--- config.mk ---
export PLATFORM = sky130hd
export DESIGN_NAME = cam_frame_source
export DESIGN_NICKNAME = d
export VERILOG_FILES = /design/src/rtl/cam_frame_source_pkg.sv /design/src/rtl/cam_frame_source_pattern_gen.sv /design/src/rtl/cam_frame_source.sv
export SDC_FILE = /design/constraint.sdc
export NUM_CORES = 1
export LEC_CHECK = 0
export CAP_MARGIN = 20
export CORE_MARGIN = 2
export CORE_UTILIZATION = 65
export DETAILED_ROUTE_END_ITERATION = 16
export PLACE_DENSITY = 0.88
export SYNTH_ARGS = -nofsm -noshare
export SYNTH_HDL_FRONTEND = slang
export SYNTH_SLANG_ARGS = --single-unit
--- constraint.sdc ---
create_clock -name clk -period 11.6 [get_ports clk]
set_input_delay 2.32 -clock clk [delete_from_list [all_inputs] [get_ports clk]]
set_output_delay 2.32 -clock clk [all_outputs]
set_load 0.01 [all_outputs]
--- src/rtl/cam_frame_source_pkg.sv ---
// rtl/cam_frame_source_pkg.sv - shared FSM encodings, pattern codes, bar colours and CRC helper
package cam_frame_source_pkg;

  // Frame-timing FSM states
  localparam logic [2:0] ST_IDLE   = 3'd0;
  localparam logic [2:0] ST_VSYNC  = 3'd1;
  localparam logic [2:0] ST_VBP    = 3'd2;
  localparam logic [2:0] ST_ACTIVE = 3'd3;
  localparam logic [2:0] ST_HBLANK = 3'd4;
  localparam logic [2:0] ST_VFP    = 3'd5;

  // pattern_sel codes
  localparam logic [1:0] PAT_SOLID = 2'b00;
  localparam logic [1:0] PAT_BARS  = 2'b01;
  localparam logic [1:0] PAT_ADDR  = 2'b10;
  localparam logic [1:0] PAT_GRAD  = 2'b11;

  // CRC-16/CCITT used for frame_crc
  localparam logic [15:0] CRC_POLY = 16'h1021;
  localparam logic [15:0] CRC_INIT = 16'hFFFF;

  // Colour-bar palette, left to right
  function automatic logic [15:0] bar_colour(input logic [2:0] bar);
    case (bar)
      3'd0:    return 16'hFFFF; // white
      3'd1:    return 16'hFFE0; // yellow
      3'd2:    return 16'h07FF; // cyan
      3'd3:    return 16'h07E0; // green
      3'd4:    return 16'hF81F; // magenta
      3'd5:    return 16'hF800; // red
      3'd6:    return 16'h001F; // blue
      default: return 16'h0000; // black
    endcase
  endfunction

  // One byte of CRC-16/CCITT, MSB first
  function automatic logic [15:0] crc16_ccitt_byte(input logic [15:0] crc, input logic [7:0] b);
    logic [15:0] c;
    c = crc ^ {b, 8'h00};
    for (int i = 0; i < 8; i++) begin
      c = c[15] ? ((c << 1) ^ CRC_POLY) : (c << 1);
    end
    return c;
  endfunction

endpackage

--- src/rtl/cam_frame_source_pattern_gen.sv ---
// rtl/cam_frame_source_pattern_gen.sv - combinational RGB565 test-pattern generator (cam_pattern_gen)
module cam_pattern_gen
  import cam_frame_source_pkg::*;
#(
  parameter int WIDTH = 176
) (
  input  logic [1:0]  pattern_sel,
  input  logic [15:0] x,
  input  logic [15:0] y,
  input  logic [4:0]  frame_cnt,
  input  logic [15:0] solid,
  output logic [15:0] rgb565
);

  logic [2:0] bar;

  // Map pixel coordinates to a colour for the selected pattern
  always_comb begin
    bar    = 3'(({16'd0, x} << 3) / 32'(WIDTH));
    rgb565 = solid;
    case (pattern_sel)
      PAT_SOLID: rgb565 = solid;
      PAT_BARS:  rgb565 = bar_colour(bar);
      PAT_ADDR:  rgb565 = 16'(({16'd0, y} * 32'(WIDTH)) + {16'd0, x});
      default:   rgb565 = {x[4:0], y[5:0], frame_cnt};
    endcase
  end

endmodule

--- src/rtl/cam_frame_source.sv ---
// rtl/cam_frame_source.sv - OV7670-style RGB565 frame transmitter; macro FRAME_CRC_EN adds frame_crc
module cam_frame_source
  import cam_frame_source_pkg::*;
#(
  parameter int WIDTH       = 176,
  parameter int HEIGHT      = 144,
  parameter int HBLANK      = 32,
  parameter int VSYNC_LINES = 3,
  parameter int VBP_LINES   = 17,
  parameter int VFP_LINES   = 10
) (
  input  logic        clk,
  input  logic        rst_n,
  input  logic        enable,
  input  logic [1:0]  pattern_sel,
  input  logic [15:0] solid_rgb565,
  output logic        cam_pclk,
  output logic        cam_vsync,
  output logic        cam_href,
  output logic [7:0]  cam_data,
  output logic        busy,
  output logic        frame_done,
  output logic [15:0] frame_cnt
`ifdef FRAME_CRC_EN
  ,
  output logic [15:0] frame_crc
`endif
);

  localparam int ACT_LEN   = 2 * WIDTH;
  localparam int LINE_LEN  = ACT_LEN + HBLANK;
  localparam int VSYNC_LEN = VSYNC_LINES * LINE_LEN;
  localparam int VBP_LEN   = VBP_LINES * LINE_LEN;
  localparam int VFP_LEN   = VFP_LINES * LINE_LEN;
  localparam int MAX_V1    = (VSYNC_LEN > VBP_LEN) ? VSYNC_LEN : VBP_LEN;
  localparam int MAX_V2    = (MAX_V1 > VFP_LEN) ? MAX_V1 : VFP_LEN;
  localparam int MAX_LEN   = (MAX_V2 > LINE_LEN) ? MAX_V2 : LINE_LEN;
  localparam int CW        = $clog2(MAX_LEN + 1);
  localparam int YW        = (HEIGHT > 1) ? $clog2(HEIGHT) : 1;

  logic [2:0]    state_q, state_d;
  logic [CW-1:0] cnt_q, cnt_d, cnt_last;
  logic [YW-1:0] line_q, line_d;
  logic          pclk_q, pclk_d;
  logic          arm_q, arm_d;
  logic          done_q, done_d;
  logic [1:0]    pat_q, pat_d;
  logic [15:0]   solid_q, solid_d;
  logic [15:0]   fcnt_q, fcnt_d;
  logic [15:0]   pixel;
  logic          tick;
  logic          start;

  // A tick is the clk edge on which cam_pclk falls
  assign tick = pclk_q;

  // Length of the current FSM interval, in pclk periods, minus one
  always_comb begin
    case (state_q)
      ST_VSYNC:  cnt_last = CW'(VSYNC_LEN - 1);
      ST_VBP:    cnt_last = CW'(VBP_LEN - 1);
      ST_ACTIVE: cnt_last = CW'(ACT_LEN - 1);
      ST_HBLANK: cnt_last = CW'(HBLANK - 1);
      ST_VFP:    cnt_last = CW'(VFP_LEN - 1);
      default:   cnt_last = '0;
    endcase
  end

  // Frame sequencing; leaving IDLE first lets pclk rise once so vsync can rise on a tick
  always_comb begin
    state_d = state_q;
    cnt_d   = cnt_q;
    line_d  = line_q;
    arm_d   = arm_q;
    pat_d   = pat_q;
    solid_d = solid_q;
    fcnt_d  = fcnt_q;
    done_d  = 1'b0;
    start   = 1'b0;
    pclk_d  = ((state_q != ST_IDLE) || arm_q) ? ~pclk_q : 1'b0;
    if (state_q == ST_IDLE) begin
      if (!arm_q) begin
        arm_d = enable;
      end else if (tick) begin
        arm_d = 1'b0;
        start = 1'b1;
      end
    end else if (tick) begin
      if (cnt_q != cnt_last) begin
        cnt_d = cnt_q + CW'(1);
      end else begin
        cnt_d = '0;
        case (state_q)
          ST_VSYNC: state_d = ST_VBP;
          ST_VBP: begin
            state_d = ST_ACTIVE;
            line_d  = '0;
          end
          ST_ACTIVE: state_d = ST_HBLANK;
          ST_HBLANK: begin
            if (line_q != YW'(HEIGHT - 1)) begin
              line_d  = line_q + YW'(1);
              state_d = ST_ACTIVE;
            end else begin
              state_d = ST_VFP;
            end
          end
          default: begin
            done_d = 1'b1;
            fcnt_d = fcnt_q + 16'd1;
            if (enable) start = 1'b1;
            else        state_d = ST_IDLE;
          end
        endcase
      end
    end
    if (start) begin
      state_d = ST_VSYNC;
      cnt_d   = '0;
      line_d  = '0;
      pat_d   = pattern_sel;
      solid_d = solid_rgb565;
    end
  end

  // Timing and frame registers
  always_ff @(posedge clk or negedge rst_n) begin
    if (!rst_n) begin
      state_q <= ST_IDLE;
      cnt_q   <= '0;
      line_q  <= '0;
      pclk_q  <= 1'b0;
      arm_q   <= 1'b0;
      done_q  <= 1'b0;
      pat_q   <= '0;
      solid_q <= '0;
      fcnt_q  <= '0;
    end else begin
      state_q <= state_d;
      cnt_q   <= cnt_d;
      line_q  <= line_d;
      pclk_q  <= pclk_d;
      arm_q   <= arm_d;
      done_q  <= done_d;
      pat_q   <= pat_d;
      solid_q <= solid_d;
      fcnt_q  <= fcnt_d;
    end
  end

  cam_pattern_gen #(
    .WIDTH(WIDTH)
  ) u_pattern_gen (
    .pattern_sel(pat_q),
    .x          (16'(cnt_q >> 1)),
    .y          (16'(line_q)),
    .frame_cnt  (fcnt_q[4:0]),
    .solid      (solid_q),
    .rgb565     (pixel)
  );

  assign cam_pclk   = pclk_q;
  assign busy       = (state_q != ST_IDLE);
  assign cam_vsync  = (state_q == ST_VSYNC);
  assign cam_href   = (state_q == ST_ACTIVE);
  assign cam_data   = cam_href ? (cnt_q[0] ? pixel[7:0] : pixel[15:8]) : 8'h00;
  assign frame_done = done_q;
  assign frame_cnt  = fcnt_q;

`ifdef FRAME_CRC_EN
  logic [15:0] crc_acc_q, crc_acc_d;
  logic [15:0] frame_crc_q, frame_crc_d;
  logic        frame_end;

  assign frame_end = tick && (state_q == ST_VFP) && (cnt_q == cnt_last);

  // Fold each href byte into the running CRC; publish it alongside frame_done
  always_comb begin
    crc_acc_d   = crc_acc_q;
    frame_crc_d = frame_crc_q;
    if (tick && cam_href) crc_acc_d = crc16_ccitt_byte(crc_acc_q, cam_data);
    if (frame_end)        frame_crc_d = crc_acc_q;
    if (start)            crc_acc_d = CRC_INIT;
  end

  // CRC registers
  always_ff @(posedge clk or negedge rst_n) begin
    if (!rst_n) begin
      crc_acc_q   <= '0;
      frame_crc_q <= '0;
    end else begin
      crc_acc_q   <= crc_acc_d;
      frame_crc_q <= frame_crc_d;
    end
  end

  assign frame_crc = frame_crc_q;
`endif

endmodule

==> results.py <==
metrics = {
    "sta": {
        "timing.final.crit_period_ns": 9.52,
        "worst_slew_margin_pct": 44.6,
        "finalSetupViolations": 0,
        "report.final.slew_viol_count": 0,
        "fmax_mhz": 105,
        "tightest_slew_ns": 0.831,
        "holdWs_ns": 0.473,
        "timing.setup.tns_ns": 0,
        "final_hold_viol_count": 0,
        "fin_worst_skew_ns": 0.0126,
        "rsz0062_at_grt": "false",
        "fin_crit_sh_pct": 82.0,
    },
    "grt": {
        "grt_use_total_pct": 33.6,
        "overflow": 0,
        "grt.met2_usage_pct": 54.1,
        "via_count_of_the_first_global_routing_pass": 5701,
        "grt.busiest_layer": "met2",
        "grt_max_degree": 62,
        "grt_util_met3_pct": 8.18,
        "grtUsageMet1_pct": 45.0,
        "antenna_found_initial": 0,
        "wire_length_of_the_first_global_routing_pass_mm": 27.4,
    },
    "drt": {
        "drtPass1Iterations": 6,
        "avgRoutedWirePerCell_um": 17.9,
        "wl_mm": 16.8,
        "drt-vias-per-instance": 6.57,
        "vias": 6145,
        "drtIter0Drc": 388,
        "routed_antenna_nets": 0,
        "drt_drc_violations_left": 0,
    },
    "floorplanning": {
        "floorplan.die.height_um": 101,
        "design.portCount": 50,
        "coreArea_um2": 9150,
        "initial_core_util_pct": 66.4,
        "die_area_um2": 10100,
        "rows": 35,
        "floorplan.die.width_um": 101,
    },
    "synthesis": {
        "syn-cell-area_um2": 6080,
        "synth_sequential_area_ratio_pct": 25.1,
        "syn-mean-instance-area_um2": 7.66,
        "synthesis_stage_register_bit_count": 61,
        "synth_enable_flop_cells": 0,
        "async_flop_share_pct": 100,
        "synth_area_leader_cell": "sky130_fd_sc_hd__dfrtp_1",
        "yosysWarnings": 0,
        "post_synth_inst_count": 793,
        "synth_commonest_cells": "sky130_fd_sc_hd__nand2_1, sky130_fd_sc_hd__nor2_1, sky130_fd_sc_hd__o21ai_0",
        "synth_cell_type_count": 96,
        "library_cell_with_the_highest_instance_count_after_synthesis": "sky130_fd_sc_hd__nand2_1",
        "postSynth.topFlopCell": "sky130_fd_sc_hd__dfrtp_1",
        "synth_top_area_share_pct": 25.1,
        "synthesis.nets": 851,
        "yosys-top-cells-area": "sky130_fd_sc_hd__dfrtp_1, sky130_fd_sc_hd__nand2_1, sky130_fd_sc_hd__ha_1, sky130_fd_sc_hd__o21ai_0, sky130_fd_sc_hd__xnor2_1",
    },
    "clock_tree": {
        "cts_made_buffers": 9,
        "tritoncts": "yes",
        "cts_root_buffer": "sky130_fd_sc_hd__clkbuf_8",
        "cts-htree-levels": 3,
        "cts.path.max_buffers": 2,
        "cts.hold.buffers_added": 0,
        "count_of_instances_resized_after_the_clock_tree_is_built": 0,
        "tritoncts_num_sinks": 61,
        "post_cts.repair.setup_buffers": 0,
        "clkLatencyLatePin_ns": 0.36,
        "clkSlewWorstSetupHoldPaths_ns": 0.08,
    },
    "final_layout": {
        "multi_input_comb_area_um2": 4190,
        "final_core_util_pct": 74.0,
        "insertedDiodeCount": 0,
        "area_delta_synth_final_pct": 11.5,
        "seq_area_um2": 1530,
        "num-nets-final": 877,
        "n_fill_cell": 712,
        "final_layout_size_suffix_gt1_share_pct": 6.92,
        "fin_area_um2": 6770,
    },
    "critical_path": {
        "worstPathArrival_ns": 7.20,
        "setup.worst_path.start_class": "register",
        "crit_required_ns": 9.28,
        "worstSetupEndpointType": "primary output",
        "timing.setup.critical_path_class": "register to primary output",
        "worstPathMaxFanout": 25,
    },
    "placed_design": {
        "globalplace.congestion": 0.945,
        "placement.io_buffers": 49,
        "dpl.hpwl_mm": 12.3,
        "detailed_place.area_um2": 6540,
    },
    "outcome": {
        "status": "finished clean",
    },
    "flow_run": {
        "timing.max_cap.violations": 0,
    },
    "min_path": {
        "timing.hold.worst.class": "register to register",
    },
}
==> registers in the layout, indices dropped and copies added (netlist names) <==
name,flops
state_q,3
cam_pclk,1
frame_cnt,16
line_q,8
arm_q,1
cnt_q,13
frame_done,1
pat_q,2
solid_q,16
==> final timing paths <==
check / cells past startpoint / startpoint / slack, ns / to
setup / recovery: 19 / cnt_q[9] / 2.08 / cam_data[7]
hold / removal: 1 / frame_cnt[15] / 0.47 / frame_cnt[15]
setup reg to reg: 13 / state_q[2] / 7.34 / line_q[3]
hold reg to reg: 1 / frame_cnt[15] / 0.47 / frame_cnt[15]
max in group asynchronous: 2 / rst_n / 8.95 / arm_q
min in group asynchronous: 2 / rst_n / 2.14 / line_q[1]
==> metal layers <==
metal | vias to the layer above | routed length (um)
met5 | - | 0
met4 | 0 | 414
li1 | 2921 | -
met1 | 2899 | 7120
met3 | 58 | 1320
met2 | 267 | 7900
==> cell usage in the layout, fill, tap and decap left out, types with 8 or more instances in the layout <==
| cell type | instances |
|---|---|
| sky130_fd_sc_hd__nand2_1 | 127 |
| sky130_fd_sc_hd__nor2_1 | 63 |
| sky130_fd_sc_hd__o21ai_0 | 62 |
| sky130_fd_sc_hd__dfrtp_1 | 61 |
| sky130_fd_sc_hd__clkdlybuf4s50_1 | 48 |
| sky130_fd_sc_hd__inv_1 | 45 |
| sky130_fd_sc_hd__a21oi_1 | 41 |
| sky130_fd_sc_hd__ha_1 | 31 |
| sky130_fd_sc_hd__xnor2_1 | 30 |
| sky130_fd_sc_hd__nand3_1 | 28 |
| sky130_fd_sc_hd__nor3_1 | 18 |
| sky130_fd_sc_hd__xor2_1 | 14 |
| sky130_fd_sc_hd__nand2b_1 | 9 |
| sky130_fd_sc_hd__nor2b_1 | 9 |
| sky130_fd_sc_hd__a21o_1 | 9 |
| sky130_fd_sc_hd__o21ai_1 | 9 |
| sky130_fd_sc_hd__a211oi_1 | 9 |
| sky130_fd_sc_hd__o31ai_1 | 9 |
| sky130_fd_sc_hd__a31oi_1 | 9 |
| sky130_fd_sc_hd__nand4_1 | 9 |
| sky130_fd_sc_hd__clkbuf_8 | 9 |
| sky130_fd_sc_hd__o211ai_1 | 8 |
| sky130_fd_sc_hd__o22ai_1 | 8 |
| sky130_fd_sc_hd__and3_1 | 8 |
==> critical path: stages (launching register included) <==
cell and delay, ns:
sky130_fd_sc_hd__dfrtp_1 0.65, sky130_fd_sc_hd__a21oi_2 0.33, sky130_fd_sc_hd__inv_1 0.07, sky130_fd_sc_hd__ha_1 0.34, sky130_fd_sc_hd__nand2b_1 0.28, sky130_fd_sc_hd__o41a_4 0.44
sky130_fd_sc_hd__a221oi_4 0.34, sky130_fd_sc_hd__nor3_1 0.09, sky130_fd_sc_hd__o21ai_1 0.61, sky130_fd_sc_hd__a21oi_2 0.14, sky130_fd_sc_hd__xnor2_1 0.59, sky130_fd_sc_hd__o211ai_1 0.21
sky130_fd_sc_hd__and3_1 0.32, sky130_fd_sc_hd__a21oi_4 0.32, sky130_fd_sc_hd__mux2i_1 0.42, sky130_fd_sc_hd__nand4_1 0.30, sky130_fd_sc_hd__nor2_1 0.38, sky130_fd_sc_hd__nor3_1 0.09
sky130_fd_sc_hd__a311oi_1 0.31, sky130_fd_sc_hd__clkdlybuf4s50_1 0.61
==> final cells by class <==
cell class / instances / area share, %
flip-flops and latches: 61 / 22.5
clock buffers: 9 / 1.83
inverters: 47 / 2.60
repair buffers: 54 / 7.65
clock inverters: 7 / 1.53
well taps: 111 / 2.05
multi-input cells: 646 / 61.8
==> metrics by stage <==
stage,cells,worst slack [ns]
floorplan,793,4.07
global placement,917,2.78
detailed placement,917,2.51
CTS,933,2.09
global route,935,1.60
finish,935,2.08
==> cells by family after synthesis <==
family / Yosys count / share of synthesized area, %
compound gates: 248 / 28.8
xor+xnor: 44 / 6.34
fa+ha+maj: 39 / 8.71
buf+inv: 86 / 5.97
flops: 61 / 25.1
mux: 5 / 0.927
simple gates: 310 / 24.1
Power is not shown: default switching activity piles up to over one toggle a cycle in this logic, so the estimate is an artifact.
